==> config.mk <==
export PLATFORM = sky130hd
export DESIGN_NAME = mul_div_unit
export DESIGN_NICKNAME = d
export VERILOG_FILES = /design/src/rtl/mul_div_unit.sv
export SDC_FILE = /design/constraint.sdc
export NUM_CORES = 1
export LEC_CHECK = 0
export CAP_MARGIN = 40
export CORE_MARGIN = 1
export CORE_UTILIZATION = 40
export CTS_BUF_LIST = sky130_fd_sc_hd__clkbuf_4 sky130_fd_sc_hd__clkbuf_8
export DETAILED_ROUTE_END_ITERATION = 12
export MAX_ROUTING_LAYER = met4
export PLACE_DENSITY = 0.68
export SLEW_MARGIN = 20
export SYNTH_ARGS = -nofsm -noshare
export SYNTH_HDL_FRONTEND = slang
export SYNTH_SLANG_ARGS = --single-unit
==> constraint.sdc <==
create_clock -name clk -period 3.55 [get_ports clk]
set_input_delay 0.71 -clock clk [delete_from_list [all_inputs] [get_ports clk]]
set_output_delay 0.71 -clock clk [all_outputs]
set_load 0.03 [all_outputs]
==> src/rtl/mul_div_unit.sv <==
// mul_div_unit: iterative 32-bit multiply/divide engine owning the HI/LO
// registers. One result bit per cycle: shift-add multiply, restoring divide.
// Signed operations run on magnitudes; the sign is restored in FINISH.
//
//   state  | meaning
//   IDLE   | waiting for start; MTHI/MTLO execute here in one edge
//   CALC   | ITER iteration cycles, one product/quotient bit per cycle
//   FINISH | sign fix-up, HI/LO write, done pulse armed for next cycle
module mul_div_unit #(
  parameter int XLEN = 32,
  parameter int ITER = 32
) (
  input  logic            clk,
  input  logic            reset,
  input  logic            start,
  input  logic [2:0]      op,
  input  logic [XLEN-1:0] a,
  input  logic [XLEN-1:0] b,
  output logic            busy,
  output logic            done,
  output logic [XLEN-1:0] hi,
  output logic [XLEN-1:0] lo
);

  localparam int CW = $clog2(ITER);

  typedef enum logic [1:0] {IDLE, CALC, FINISH} state_t;

  state_t          state;
  logic [CW-1:0]   cnt;
  logic            is_div;
  logic            b_zero;
  logic            neg_res;
  logic            neg_rem;
  logic [XLEN-1:0] a_raw;
  logic [XLEN-1:0] opa;
  logic [XLEN-1:0] opb;
  // acc is the product high half for multiply, partial remainder for divide;
  // qreg is the product low half / multiplier, or the dividend/quotient.
  logic [XLEN-1:0] acc;
  logic [XLEN-1:0] qreg;

  logic              is_signed;
  logic              is_muldiv;
  logic [XLEN-1:0]   a_abs;
  logic [XLEN-1:0]   b_abs;
  logic [XLEN:0]     sum;
  logic [XLEN:0]     mstep;
  logic [XLEN:0]     shifted;
  logic [XLEN:0]     diff;
  logic [2*XLEN-1:0] prod;
  logic [2*XLEN-1:0] prod_fix;
  logic [XLEN-1:0]   quo_fix;
  logic [XLEN-1:0]   rem_fix;

  assign busy = (state != IDLE);

  // Operand conditioning and per-iteration datapath
  always_comb begin
    is_muldiv = ~op[2];
    is_signed = ~op[0];
    a_abs     = (is_signed && a[XLEN-1]) ? -a : a;
    b_abs     = (is_signed && b[XLEN-1]) ? -b : b;
    sum       = {1'b0, acc} + {1'b0, opa};
    mstep     = qreg[0] ? sum : {1'b0, acc};
    // Trial subtraction is 33 bits wide; a clear MSB means the divisor fits.
    shifted   = {acc, qreg[XLEN-1]};
    diff      = shifted - {1'b0, opb};
    prod      = {acc, qreg};
    prod_fix  = neg_res ? -prod : prod;
    quo_fix   = neg_res ? -qreg : qreg;
    rem_fix   = neg_rem ? -acc : acc;
  end

  // Sequencer, iteration registers and architectural HI/LO
  always_ff @(posedge clk) begin
    if (reset) begin
      state   <= IDLE;
      cnt     <= '0;
      is_div  <= 1'b0;
      b_zero  <= 1'b0;
      neg_res <= 1'b0;
      neg_rem <= 1'b0;
      a_raw   <= '0;
      opa     <= '0;
      opb     <= '0;
      acc     <= '0;
      qreg    <= '0;
      hi      <= '0;
      lo      <= '0;
      done    <= 1'b0;
    end else begin
      done <= 1'b0;
      case (state)
        IDLE: begin
          if (start) begin
            if (is_muldiv) begin
              is_div  <= op[1];
              b_zero  <= (b == '0);
              neg_res <= is_signed & (a[XLEN-1] ^ b[XLEN-1]);
              neg_rem <= is_signed & a[XLEN-1];
              a_raw   <= a;
              opa     <= a_abs;
              opb     <= b_abs;
              acc     <= '0;
              qreg    <= op[1] ? a_abs : b_abs;
              cnt     <= '0;
              state   <= CALC;
            end else if (op == 3'b100) begin
              hi <= a;
            end else if (op == 3'b101) begin
              lo <= a;
            end
          end
        end
        CALC: begin
          if (is_div) begin
            if (!diff[XLEN]) begin
              acc  <= diff[XLEN-1:0];
              qreg <= {qreg[XLEN-2:0], 1'b1};
            end else begin
              acc  <= shifted[XLEN-1:0];
              qreg <= {qreg[XLEN-2:0], 1'b0};
            end
          end else begin
            acc  <= mstep[XLEN:1];
            qreg <= {mstep[0], qreg[XLEN-1:1]};
          end
          cnt <= cnt + 1'b1;
          if (cnt == CW'(ITER - 1)) begin
            state <= FINISH;
          end
        end
        FINISH: begin
          if (is_div) begin
            // Divide by zero reports the untouched dividend and an all-ones quotient.
            if (b_zero) begin
              hi <= a_raw;
              lo <= '1;
            end else begin
              hi <= rem_fix;
              lo <= quo_fix;
            end
          end else begin
            hi <= prod_fix[2*XLEN-1:XLEN];
            lo <= prod_fix[XLEN-1:0];
          end
          done  <= 1'b1;
          state <= IDLE;
        end
        default: state <= IDLE;
      endcase
    end
  end

endmodule

# ---- Word-level counts from Yosys, hierarchy flattened
# Cells that the tools add are included.
dict set report word_totals {
  regBits 236
  word_cells 89
  output_inout_bits 66
}
dict set report op_classes {
  n_addsub 8
  n_reduce_logical 12
  n_mux 38
  n_eq_ne 12
  bitwise 5
}
# cell n
set op_table {}
lappend op_table {{32-bit 2-to-1 mux} 23}
lappend op_table {{32-bit case mux with 2 select lines} 4}
lappend op_table {{32-bit negator} 4}
lappend op_table {{64-bit 2-to-1 mux} 1}
lappend op_table {{64-bit negator} 1}
lappend op_table {{32-bit by 32-bit adder with 33-bit output} 1}
lappend op_table {{33-bit 2-to-1 mux} 1}
lappend op_table {{33-bit by 32-bit subtractor with 33-bit output} 1}
lappend op_table {{32-bit zero test} 1}
lappend op_table {{2-bit != test (second input constant)} 7}
lappend op_table {{5-bit 2-to-1 mux} 2}
lappend op_table {{5-bit case mux with 2 select lines} 1}
lappend op_table {{3-bit AND reduction} 3}
lappend op_table {{3-bit equality test (second input constant)} 2}
lappend op_table {{2-bit 2-to-1 mux} 3}
lappend op_table {{2-bit nonzero test} 3}
lappend op_table {{5-bit by 1-bit adder with 5-bit output (second input constant)} 1}
lappend op_table {{5-bit equality test (second input constant)} 1}
lappend op_table {{5-bit AND reduction} 1}
lappend op_table {{2-bit case mux with 2 select lines} 1}
lappend op_table {{4-bit AND reduction} 1}
lappend op_table {{1-bit bitwise AND} 2}
lappend op_table {{2-bit by 1-bit equality test with 1-bit output (second input constant)} 1}
lappend op_table {{2-bit equality test (second input constant)} 1}
lappend op_table {{other kinds (5)} 8}

# ---- Logic depth before layout (Yosys ltp)
# Gate-level depths: netlist of the first run.
dict set report depth {
  word_depth 7
  depth_mapped 14
  depth_no_buf 12
}

# ---- Worst setup path after synthesis of the first run
# Ideal clock, no wire load.
dict set report synth_path {
  path_kind {reg-to-reg}
  from {register opb[26]}
  to {register acc[27]}
  arrival_time_ps 3309
  path_slack_ps 105
  period_less_slack_ps 3445
  path_stages_with_launch 14
  n_path_buf 3
  path_cell_list {dfxtp_1 inv_1 ha_1 clkbuf_1 or2_2 a311o_1 a311oi_1 nor2_1 or4_1 nand3_1 buf_2 buf_2 mux2i_1 a31oi_1}
}
dict set report synth_via {
  elab_chain_cells 4
}
# element line
set synth_rtl {}
lappend synth_rtl {{from (decl)} 37} ;# logic [XLEN-1:0] opb;
lappend synth_rtl {{from (signal assigned)} 104} ;# opb <= b_abs;
lappend synth_rtl {{33-bit by 32-bit subtractor with 33-bit output} 68} ;# diff = shifted - {1'b0, opb};
lappend synth_rtl {{32-bit 2-to-1 mux} 118} ;# if (!diff[XLEN]) begin
lappend synth_rtl {{32-bit 2-to-1 mux} 117} ;# if (is_div) begin
lappend synth_rtl {{32-bit case mux with 2 select lines} 94} ;# case (state)
lappend synth_rtl {{to (signal assigned)} 119} ;# acc <= diff[XLEN-1:0];
lappend synth_rtl {{to (signal assigned)} 122} ;# acc <= shifted[XLEN-1:0];
lappend synth_rtl {{to (signal assigned)} 126} ;# acc <= mstep[XLEN:1];
lappend synth_rtl {{to (decl)} 40} ;# logic [XLEN-1:0] acc;
# Every way passes these cells.
# A chain may end at the register's enable or synchronous reset.

# ---- Worst setup path after layout of the first run
dict set report layout_path {
  from {register acc[18]}
  to {register hi[31]}
}
dict set report layout_via {
  elab_chain_cells 5
}
# element line
set layout_rtl {}
lappend layout_rtl {{32-bit negator} 72} ;# rem_fix = neg_rem ? -acc : acc;
lappend layout_rtl {{32-bit 2-to-1 mux} 72}
lappend layout_rtl {{32-bit 2-to-1 mux} 137} ;# if (b_zero) begin
lappend layout_rtl {{32-bit 2-to-1 mux *} 135} ;# if (is_div) begin
lappend layout_rtl {{32-bit case mux with 2 select lines *} 94}
lappend layout_rtl {{to (signal assigned)} 138} ;# hi <= a_raw;
lappend layout_rtl {{to (signal assigned)} 141} ;# hi <= rem_fix;
lappend layout_rtl {{to (signal assigned)} 145} ;# hi <= prod_fix[2*XLEN-1:XLEN];
lappend layout_rtl {{to (decl)} 21} ;# output logic [XLEN-1:0] hi,
# Mark *: on every way between the ends. The rest lies on a longest branch, timed or not.

==> out/metrics.cfg, run 1 <==
[clock_tree]
numClockSinks=235
tritoncts=yes
cts.clk_slew.worst_paths_ns=0.06
cts-buffers-inserted=42
htreeDepth=2
clk_latency_ns=0.62
cts_max_path_buffers=3
cts_root_buf=clkbuf_8

[synthesis]
ys_warn_count=0
synth_top_area_share_pct=26.5
ys_seq_area_share_pct=26.5
synth_area_um2=17800
syn_inst=2412
syn_avg_cell_area_um2=7.37
netlist_top_cells_area=dfxtp_1 (26%), nand2_1 (6.8%), a21oi_1 (6.6%), xnor2_1 (6.0%), nor2_1 (5.0%)
synthArstFlopShare_pct=0
synth_ff_type=dfxtp_1
synth-seq-cells=235
synth_edf_count=0
syn-num-nets=2554
ys_types=80
synth_area_leader_cell=dfxtp_1

[drt]
routed_wl_um=74800
route.antenna.remaining_nets=0
num_vias=19600
drc=0
dr.pass1.iters=6
wl_per_cell_um=23.3
avgViaCountPerCell=6.11
dr.first_iter.drc_count=2127

[critical_path]
path_cells=or3_4, or4_1, or4_4, or4b_4, or4b_4, nor2_2, nor4_1, a211oi_2, a311oi_2
critPathRequiredTime_ns=4.02
start_kind=register
crit_top_cell=or4b_4
slowest_delay_ns=0.56
cp-end-kind=register
critPathKind=register to register
arrival_ns=3.90
critPathSlowestCell=or4b_4
cp_max_fo=3

[die]
die_h_um=213
rows=76
io_pins=136
initial_core_util_pct=40.9
dieWidth_um=213
design.core.area_um2=43500
die_area_um2=45300

[power_and_ir_drop]
p_comb_share_pct=28.7
power_density_nw_per_um2=363
peakVddDrop_mv=0.284
power_mw=7.87
swShare_pct=35.2
p_leak_nw=8.38
p_seq_share_pct=36.7
p_int_mw=5.10
power_switching_mw=2.77
power_frac_clock_pct=34.6

[timing]
post-route-period-util_pct=96.8
slew_headroom_pct=39.0
rsz0062_at_grt=false
worst_pin_slew_ns=0.892
min_period_ns=3.44
fin_worst_skew_ns=0.0371
hold_viol=0
setup_violations=0
fmax_ghz=0.291
slew_violations=0

[cells_and_area]
drive_above_1_share_pct=13.2
instances_no_fill=3207
n_fill_cell=4338
nets=2736
final_common_cell=nand2_1
syn_to_final_growth_pct=22.0
final_cell_mix=nand2_1 (323), nor2_1 (236), a21oi_1 (233)

[grt]
grt_usage_pct=33.3
grt_pass1_wl_um=111000
grt_pass1_vias=18400
overflow=0
grt_max_degree=120
antenna_found_initial=4

[hold_path]
hp-class=register to register

[place]
place_inst=3131
gp_routability_congestion=1.00
io_buffers=135
dp.final_hpwl_um=56800

[run]
drv_cap=0

[outcome]
status=finished clean

[cell type report]
class / instances / area [um2] / share of cell area, %
Tap cell: 585 / 732 / 3.38
Timing Repair Buffer: 350 / 3040 / 14.0
Sequential cell: 235 / 4710 / 21.7
Clock inverter: 13 / 108 / 0.496
Antenna cell: 2 / 5.00 / 0.0231
Clock buffer: 57 / 747 / 3.44
Multi-Input combinational cell: 1900 / 12100 / 55.8
Inverter: 65 / 244 / 1.13
[through the flow]
stage	utilization (%)	setup TNS, ns	hold WS [ns]	setup WS (ns)	instance area, um2
2_1_floorplan	-	0	0.433	0.105	17800
3_3_place_gp	47.7	-0.865	0.440	-0.327	20700
3_5_place_dp	47.7	-0.844	0.443	-0.351	20700
4_1_cts	49.7	0	0.452	0.0508	21600
5_1_grt	49.9	0	0.468	0.00158	21700
6_report	49.9	0	0.451	0.113	21700
[power by group through the flow]
stage / combinational [mW] / sequential, mW / clock, mW
final: 2.26 / 2.89 / 2.72
after global routing: 2.40 / 2.90 / 2.83
after CTS: 2.18 / 2.88 / 2.73
after detailed placement: 2.17 / 2.94 / 0
after global placement: 2.15 / 2.93 / 0
after floorplan: 1.28 / 2.92 / 0
[logic make-up (layout without fill, tap and decap cells)]
logic type	count (synthesis)	count (layout)	synth area share [%]
multiplexers	77	77	4.41
other	0	2	0
adder cells (fa/ha/maj)	72	72	5.15
AND/OR/NAND/NOR	811	811	20.8
flip-flops	235	235	26.5
buffers and inverters	277	485	5.96
XOR/XNOR	196	196	9.66
AO/OA/AOI/OAI	744	744	27.6
[worst max-delay path, delay by kind of cell (launching register included)]
kind,cells,cell delay (ns)
AOI/OAI and AO/OA,2,0.32
DFF,1,0.33
and+or+nand+nor,7,2.67
[synthesized netlist by cell type (all sizes together) (36+ instances only)]
cell type	n
clkbuf	185
ha	70
inv	65
dfxtp	235
nor3	37
a21oi	233
a211oi	103
o221ai	36
nand2	323
o21ai	114
mux2i	66
nor2	239
xor2	74
xnor2	122
[routing by layer]
| layer | wire length, um | track usage [%] | part of all wire, % | up-vias |
|---|---|---|---|---|
| met1 | 32000 | 44.3 | 43 | 9344 |
| li1 | - | - | - | 9051 |
| met2 | 33000 | 50.4 | 44 | 1008 |
| met4 | 2610 | 11.8 | 3.5 | 0 |
| met3 | 7250 | 6.13 | 9.7 | 176 |
| met5 | 0 | - | 0 | - |
[registers in the layout (all words and copies together), names as in the netlist, 2 cells and up]
signal / count
opb: 32
cnt: 5
qreg: 32
a_raw: 32
state: 2
acc: 32
opa: 31
lo: 32
hi: 32
[worst paths after layout]
check | startpoint | end | slack (ns) | depth (start not counted)
max | acc[18]$_SDFFE_PP0P_ | hi[31]$_SDFFE_PP0P_ | 0.11 | 9
min | lo[23]$_SDFFE_PP0P_ | lo[23]$_SDFFE_PP0P_ | 0.45 | 2
max reg2reg | acc[18]$_SDFFE_PP0P_ | hi[31]$_SDFFE_PP0P_ | 0.11 | 9
min reg2reg | lo[23]$_SDFFE_PP0P_ | lo[23]$_SDFFE_PP0P_ | 0.45 | 2
[what timing repair did]
item	in CTS	in global routing
setup endpoints to repair	3	21
pin swaps	1	3
hold buffers	0	0
setup buffers	2	0
gates resized for setup	2	14
No activity file was read; power rests on OpenSTA's default activity.
==> run 2: changes to the inputs <==
- CORE_UTILIZATION: 40 -> 41
- HOLD_SLACK_MARGIN: unset -> 0.15
- PLACE_DENSITY: 0.68 -> 0.7
- RECOVER_POWER: unset -> 100
==> run 2 against run 1 <==
Effect of this change: power grew 2.7%; combinational power is essentially flat; cell area grew 0.47%; hold slack lost 0.0012 ns; die area shrank 2.4%; register-to-register slack is essentially flat; clock power grew 7%; non-clock buffer count grew 14; critical path depth grew 4; via count grew 1.0%; sequential power is essentially flat.
==> out/metrics.cfg, run 2 (synthesis results as in run 1) <==
[timing]
fin_worst_skew_ns=0.0319
worst_pin_slew_ns=1.45
hold_viol=0
slew_headroom_pct=3.32
post-route-period-util_pct=97.1
min_period_ns=3.45
fmax_ghz=0.290
setup_violations=0
slew_violations=0

[drt]
wl_per_cell_um=23.2
dr.pass1.iters=9
avgViaCountPerCell=6.15
route.antenna.remaining_nets=0
num_vias=19800
drc=0
dr.first_iter.drc_count=2479
routed_wl_um=74600

[run]
drv_cap=0

[cells_and_area]
drive_above_1_share_pct=12.9
syn_to_final_growth_pct=22.6
fin_area_um2=21800
fin_util_pct=51.5
nets=2751
n_fill_cell=4139
final_common_cell=nand2_1
final_cell_mix=nand2_1 (322), nor2_1 (236), dfxtp_1 (233)
diodes=0

[grt]
grt_pass1_wl_um=111000
overflow=0
antenna_found_initial=2
grt_usage_pct=33.8
grt_max_degree=147
grt_pass1_vias=18400

[die]
io_pins=136
die_h_um=210
die_area_um2=44200
design.core.area_um2=42300
dieWidth_um=210
rows=75
initial_core_util_pct=42.0

[hold_path]
hp-class=register to register

[outcome]
status=finished clean

[critical_path]
crit_family=compound AO/OA/AOI/OAI gates
cp_max_fo=7
path_buf_inv=3
crit_top_cell=mux2i_1
critPathRequiredTime_ns=4.02
path_cells=inv_1, ha_1, a211o_1, a311o_1, a311oi_2, nor2_1, or4_4, nand3_4, buf_4, buf_12, mux2i_1, mux2i_1, a22o_1
arrival_ns=3.92
slowest_delay_ns=0.57
cp-end-kind=register
critPathKind=register to register
start_kind=register
critPathSlowestCell=or4_4

[power_and_ir_drop]
power_density_nw_per_um2=371
power_mw=8.08
peakVddDrop_mv=0.413
p_leak_nw=8.63

[clock_tree]
cts_root_buf=clkbuf_8
cts.clk_slew.worst_paths_ns=0.06
tritoncts=yes
numClockSinks=235
cts_max_path_buffers=3
cts-buffers-inserted=43
htreeDepth=2
holdBufCountCts=0
clk_latency_ns=0.59

[place]
gp_routability_congestion=0.992
placed_area_um2=20900
dp.final_hpwl_um=56900
io_buffers=135

## run 2: cell count changes in the layout (fill, tap and decap cells not counted), moves of 6 or more
cell / change
buf_4: -12
clkbuf_1: +23
clkbuf_4: +11
clkdlybuf4s50_1: -70
clkinv_2: -6
dlygate4sd3_1: +70
## run 2: metal layers
| metal | global-route usage [%] | vias to the layer above | routed length, um | share of wire, % |
|---|---|---|---|---|
| met4 | 11.7 | 0 | 2780 | 3.7 |
| li1 | - | 9096 | - | - |
| met3 | 6.09 | 192 | 7680 | 10 |
| met2 | 51.4 | 1067 | 32700 | 44 |
| met5 | - | - | 0 | 0 |
| met1 | 45.0 | 9424 | 31400 | 42 |
## run 2: layout make-up
class	count	area, um2	share of cell area, %
Clock buffer	66	808	3.71
Clock inverter	9	128	0.586
Inverter	65	244	1.12
Multi-Input combinational cell	1900	12100	55.5
Sequential cell	235	4710	21.6
Tap cell	577	722	3.31
Timing Repair Buffer	364	3080	14.2
## run 2: worst paths after layout
path | to | from | cells past startpoint | slack, ns
min | lo[17]$_SDFFE_PP0P_ | lo[17]$_SDFFE_PP0P_ | 2 | 0.45
max reg2reg | acc[15]$_SDFFE_PP0P_ | opb[25]$_SDFFE_PP0P_ | 13 | 0.10
min reg2reg | lo[17]$_SDFFE_PP0P_ | lo[17]$_SDFFE_PP0P_ | 2 | 0.45
max | acc[15]$_SDFFE_PP0P_ | opb[25]$_SDFFE_PP0P_ | 13 | 0.10
## run 2: power by group
part	switching [mW]	total (mW)	internal (mW)
clock network	1.26	2.92	1.66
registers	0.117	2.88	2.77
logic	1.37	2.27	0.901
## run 2: repair_timing
item,CTS,global route
endpoints found under the setup margin,3,38
buffers inserted,0,3
resized for setup,2,17
gates cloned,0,0
pin swaps,0,5
## run 2: through the flow
step	std cells	setup WS [ns]	setup TNS (ns)	hold WS, ns
final	3216	0.104	0	0.450
after global routing	3216	-0.0513	-0.0928	0.468
after CTS	3212	0.0253	0	0.455
after detailed placement	3137	-0.100	-0.583	0.447
after global placement	3136	-0.140	-0.322	0.440
after floorplan	2412	0.105	0	0.433
## run 2: tightest hold or removal path, delay by kind of cell, from the launching register on
kind | cells | cell delay, ns
DFF | 1 | 0.31
and+or+nand+nor | 1 | 0.05
AOI/OAI and AO/OA | 1 | 0.05
==> patch 1, RTL diff (flow settings as in run 1) <==
Reset style: asynchronous (`reset`), changed in one clocked block.
--- a/src/rtl/mul_div_unit.sv
+++ b/src/rtl/mul_div_unit.sv
@@ -75,3 +75,3 @@
   // Sequencer, iteration registers and architectural HI/LO
-  always_ff @(posedge clk) begin
+  always_ff @(posedge clk or posedge reset) begin
     if (reset) begin
Check against the original RTL: differs if reset is asserted again (counterexample within 4 cycles, from zero or initial values and one cycle with reset high); with reset held inactive, the same outputs for 4 cycles.
==> patch 1 against run 1 <==
- final area increased by 1.2%
- setup slack better by 0.0095 ns
- synthesized area is 1.9% higher
- routed wire length shrank 5.4%
- global-route usage fell by 1.9 points
- sequential cell count unchanged
- worst hold slack gained 0.019 ns
- core utilization is 0.50 points lower
Power is left out: it rests on default switching activity, and per cell area and clock period it moved more than threefold.
==> patch 1: results <==
metrics = {
    "layout": {
        "multi_input_area_um2": 11300,
        "fill_cells": 4315,
        "nNetsFinal": 2613,
        "layout-drive-gt1-share": 0.118,
    },
    "yosys": {
        "syn-instance-count": 2302,
        "ys_async_sr_fraction": 1.00,
        "synthTopCellsByArea": "dfrtp_1 (32%), nand2_1 (8.1%), o21ai_0 (5.6%)",
        "synth_commonest_cells": "nand2_1 (391), dfrtp_1 (235), o21ai_0 (204), a21oi_1 (170), clkbuf_1 (149)",
        "synth_ff_type": "dfrtp_1",
        "synthAdderAreaFrac": 0.0506,
        "synth_nets": 2444,
        "synth_mux_area_frac": 0.0339,
        "synth-xor-area-share": 0.0812,
        "ys_seq_area_frac": 0.325,
    },
    "place": {
        "gp_congestion": 0.996,
        "hpwl_um": 53900,
    },
    "route": {
        "drt_wl_total_um": 70800,
        "routed_wire_length_per_instance_um": 22.9,
        "viasPerCell": 6.02,
        "drtPass1Iterations": 5,
    },
    "hold_path": {
        "hold_start": "a_raw[5]",
        "hold_end": "a_raw[5]",
    },
    "sta": {
        "fin_skew_ns": 0.0190,
        "relSlewSlack": 0.462,
    },
    "worst_setup_path": {
        "r2r_end": "hi[31]",
        "critPathArrivalTime_ns": 3.92,
        "cp_max_fo": 10,
        "r2r-start": "acc[11]",
    },
    "run_status": {
        "outcome": "finished clean",
    },
    "global_routing": {
        "grt_usage": 0.314,
        "grt_pass1_vias": 18100,
        "grt_max_degree": 91,
        "grt_pass1_wl_um": 109000,
        "antenna_found_initial": 1,
    },
}
patch 1: how the worst max path moves through the flow:
stage | endpoint | startpoint | slack [ns]
6_report | hi[31] | acc[11] | 0.12
3_5_place_dp | opb[29] | b[12] | -0.02
2_1_floorplan | a_raw[0] | reset | -0.24
5_1_grt | acc[19] | qreg[31] | 0.002
3_3_place_gp | opb[29] | b[12] | -0.06
4_1_cts | acc[21] | acc[0] | 0.17
patch 1: kinds of logic after synthesis:
| family | Yosys count |
|---|---|
| and+or+nand+nor | 748 |
| adders and majority gates | 72 |
| muxes | 61 |
| buffers and inverters | 243 |
| xor gates and xnor gates | 168 |
| DFF | 235 |
| AOI/OAI and AO/OA | 775 |
patch 1: stage by stage:
stage	hold slack (ns)	worst slack, ns
global placement	0.454	-0.0594
finish	0.469	0.122
global route	0.499	0.00199
CTS	0.472	0.169
detailed placement	0.458	-0.0201
floorplan	0.440	-0.238
patch 1: timing repair:
item / 4_1_cts / 5_1_grt
endpoints found under the setup margin: 0 / 7
resized for setup: 0 / 5
setup buffers: 0 / 0
patch 1: critical path, stage by stage (launching register included):
cell     delay, ns
dfrtp_1       0.63
or4_1         0.68
nor3_2        0.18
nand2_1       0.10
or4_4         0.58
or4_1         0.51
o21ai_1       0.16
xnor2_1       0.08
o21ai_1       0.29
o21ai_1       0.09
patch 1: area by class of cell:
cell class                 instances  share of cell area
antenna                            1            0.000114
clock buffer                      68              0.0401
clock inverter                    13             0.00776
inverter                          64              0.0111
multi-input combinational       1824               0.516
sequential                       235               0.268
tap                              592              0.0338
timing repair buffer             301               0.123
patch 1: per-layer routing:
metal / global-route usage / share of wire / vias to the layer above
met1: 0.417 / 0.44 / 9036
met3: 0.0518 / 0.081 / 132
met5: - / 0 / -
met2: 0.480 / 0.45 / 858
li1: - / - / 8625
met4: 0.113 / 0.035 / 0
==> patch 2, RTL diff (settings of run 1) <==
Without the edit above. Set the parameter `ITER` to 64 (it was 32).
--- a/src/rtl/mul_div_unit.sv
+++ b/src/rtl/mul_div_unit.sv
@@ -10,3 +10,3 @@
   parameter int XLEN = 32,
-  parameter int ITER = 32
+  parameter int ITER = 64
 ) (
Check against the original RTL: not settled (the Yosys comparison gave no result); the edit may change what the design does.
==> patch 2 against run 1 <==
- combinational power decreased by 4%
- setup slack worse by 0.043 ns
- count of clock-buffer cells in the layout increased by 12
- sequential cell count is 1 higher
- critical path depth up 1
- sequential share of layout area decreased by 0.091 points
- power grew 4.7%
- final area up 0.77%
- routed wire length is 2.1% lower
- critical endpoint is now acc[19]
- synthesized area rose by 0.96%
==> patch 2: results <==
metrics = {
    "yosys": {
        "synth_nets": 2530,
        "synth_compound_area_frac": 0.282,
        "ys_async_sr_fraction": 0,
        "synth_mux_area_frac": 0.0415,
        "synthTopCellsByArea": "dfxtp_1 (26%), nand2_1 (6.0%), a21oi_1 (5.9%)",
        "ys_seq_area_frac": 0.263,
        "synth_commonest_cells": "nand2_1 (288), dfxtp_1 (236), a21oi_1 (211), nor2_1 (204), clkbuf_1 (181)",
        "synth.distinct_cells": 84,
        "synthAdderAreaFrac": 0.0504,
        "synth_ff_type": "dfxtp_1",
        "synth_warnings": 0,
        "synth-xor-area-share": 0.0942,
    },
    "layout": {
        "nNetsFinal": 2701,
        "diodes": 0,
        "layout-drive-gt1-share": 0.135,
    },
    "route": {
        "ant_nets": 0,
        "drtIter0Drc": 2005,
        "drt_wl_total_um": 73300,
        "drtPass1Iterations": 6,
        "routed-via-count": 19500,
    },
    "worst_setup_path": {
        "r2r-start": "acc[2]",
        "r2r_end": "acc[19]",
        "cp_max_fo": 9,
        "crit_family": "compound AO/OA/AOI/OAI gates",
        "max_stage_delay_ns": 0.67,
        "rrSetupSlack_ns": 0.07,
        "critPathArrivalTime_ns": 3.94,
        "crit_slowest_cell": "dfxtp_1",
        "reg2regPathDepth": 10,
    },
    "clocking": {
        "cts.htree.levels": 2,
        "clk_pin_slew_ns": 0.06,
        "cts_buffers": 44,
        "clkLatencyLatePin_ns": 0.60,
        "cts_max_path_buffers": 3,
        "cts_root_buf": "clkbuf_8",
    },
    "power": {
        "leakage_nw": 8.30,
        "peakVddDrop_mv": 0.356,
    },
    "sta": {
        "tns_ns": 0,
        "fin_skew_ns": 0.0319,
        "tightest_slew_ns": 0.844,
    },
    "place": {
        "hpwl_um": 55800,
        "gp_congestion": 1.00,
        "pre_cts_slack_ns": -0.202,
        "io_buffers": 135,
    },
    "global_routing": {
        "grt_pass1_vias": 18100,
        "grt_pass1_wl_um": 108000,
        "grt_max_degree": 129,
        "antenna_found_initial": 1,
        "grt_usage": 0.323,
    },
    "hold_path": {
        "holdPathStages": 2,
        "hold_start": "lo[26]",
        "hold_end": "lo[26]",
        "worstHoldPathType": "register to register",
    },
    "run_status": {
        "outcome": "finished clean",
    },
}
patch 2: changes by cell type in the layout (fill, tap and decap cells not counted), sizes merged, moves of 17 or more:
cell and change:
a211oi +17, a21oi -22, nand2 -35, nor2 -35
nor3 +19, o21ai +30
patch 2: logic make-up (layout without fill, tap and decap cells):
kind of cell	Yosys count	count (layout)
simple gates	771	771
compound gates	766	766
buf+inv	279	481
flops	236	236
xor+xnor	193	193
mux	73	73
fa+ha+maj	71	71
patch 2: stage by stage:
stage / power (mW) / hold slack [ns] / util / instances / cell area (um^2)
after floorplan: 4.23 / 0.436 / - / 2389 / 17900
after global placement: 5.04 / 0.443 / 0.470 / 3103 / 20800
after detailed placement: 5.07 / 0.449 / 0.471 / 3106 / 20800
after CTS: 8.18 / 0.458 / 0.494 / 3183 / 21800
after global routing: 8.53 / 0.481 / 0.494 / 3183 / 21900
final: 8.24 / 0.455 / 0.494 / 3183 / 21900
patch 2: worst max-delay path by stage:
stage	startpoint	end	slack (ns)	cells after the start
2_1_floorplan	a[2]	qreg[24]	0.37	10
3_3_place_gp	a[9]	qreg[24]	-0.19	10
3_5_place_dp	b[12]	qreg[23]	-0.20	10
4_1_cts	qreg[31]	acc[1]	0.16	14
5_1_grt	acc[0]	acc[27]	-0.03	13
6_report	acc[2]	acc[19]	0.07	10
patch 2: worst register-to-register path: cells and delay by family, from the launching register on:
kind	cells	cell delay, ns
compound gates	7	2.00
xor+xnor	1	0.10
fa+ha+maj	1	0.38
flops	1	0.67
simple gates	1	0.19
patch 2: routing by layer:
| metal | track usage | wire length [um] |
|---|---|---|
| met5 | - | 0 |
| met4 | 0.165 | 4070 |
| met3 | 0.0633 | 7040 |
| met2 | 0.476 | 31700 |
| met1 | 0.419 | 30400 |
patch 2: layout make-up:
type	instances	area, um^2
Clock inverter	8	140
Fill cell	4350	22400
Inverter	66	248
Multi-Input combinational cell	1874	12200
Sequential cell	236	4730
Tap cell	592	741
Clock buffer	69	887
Timing Repair Buffer	338	2950
patch 2: power by group:
part	total, mW	switching (mW)	leakage (nW)	internal [mW]
logic	2.18	1.34	5.83	0.840
clock network	3.15	1.28	0.542	1.87
registers	2.91	0.133	1.93	2.78
total	8.24	2.75	8.30	5.49
patch 2: timing repair:
item / in CTS / in global routing
buffers inserted: 0 / 0
gates resized for setup: 0 / 4
endpoints found under the setup margin: 0 / 23
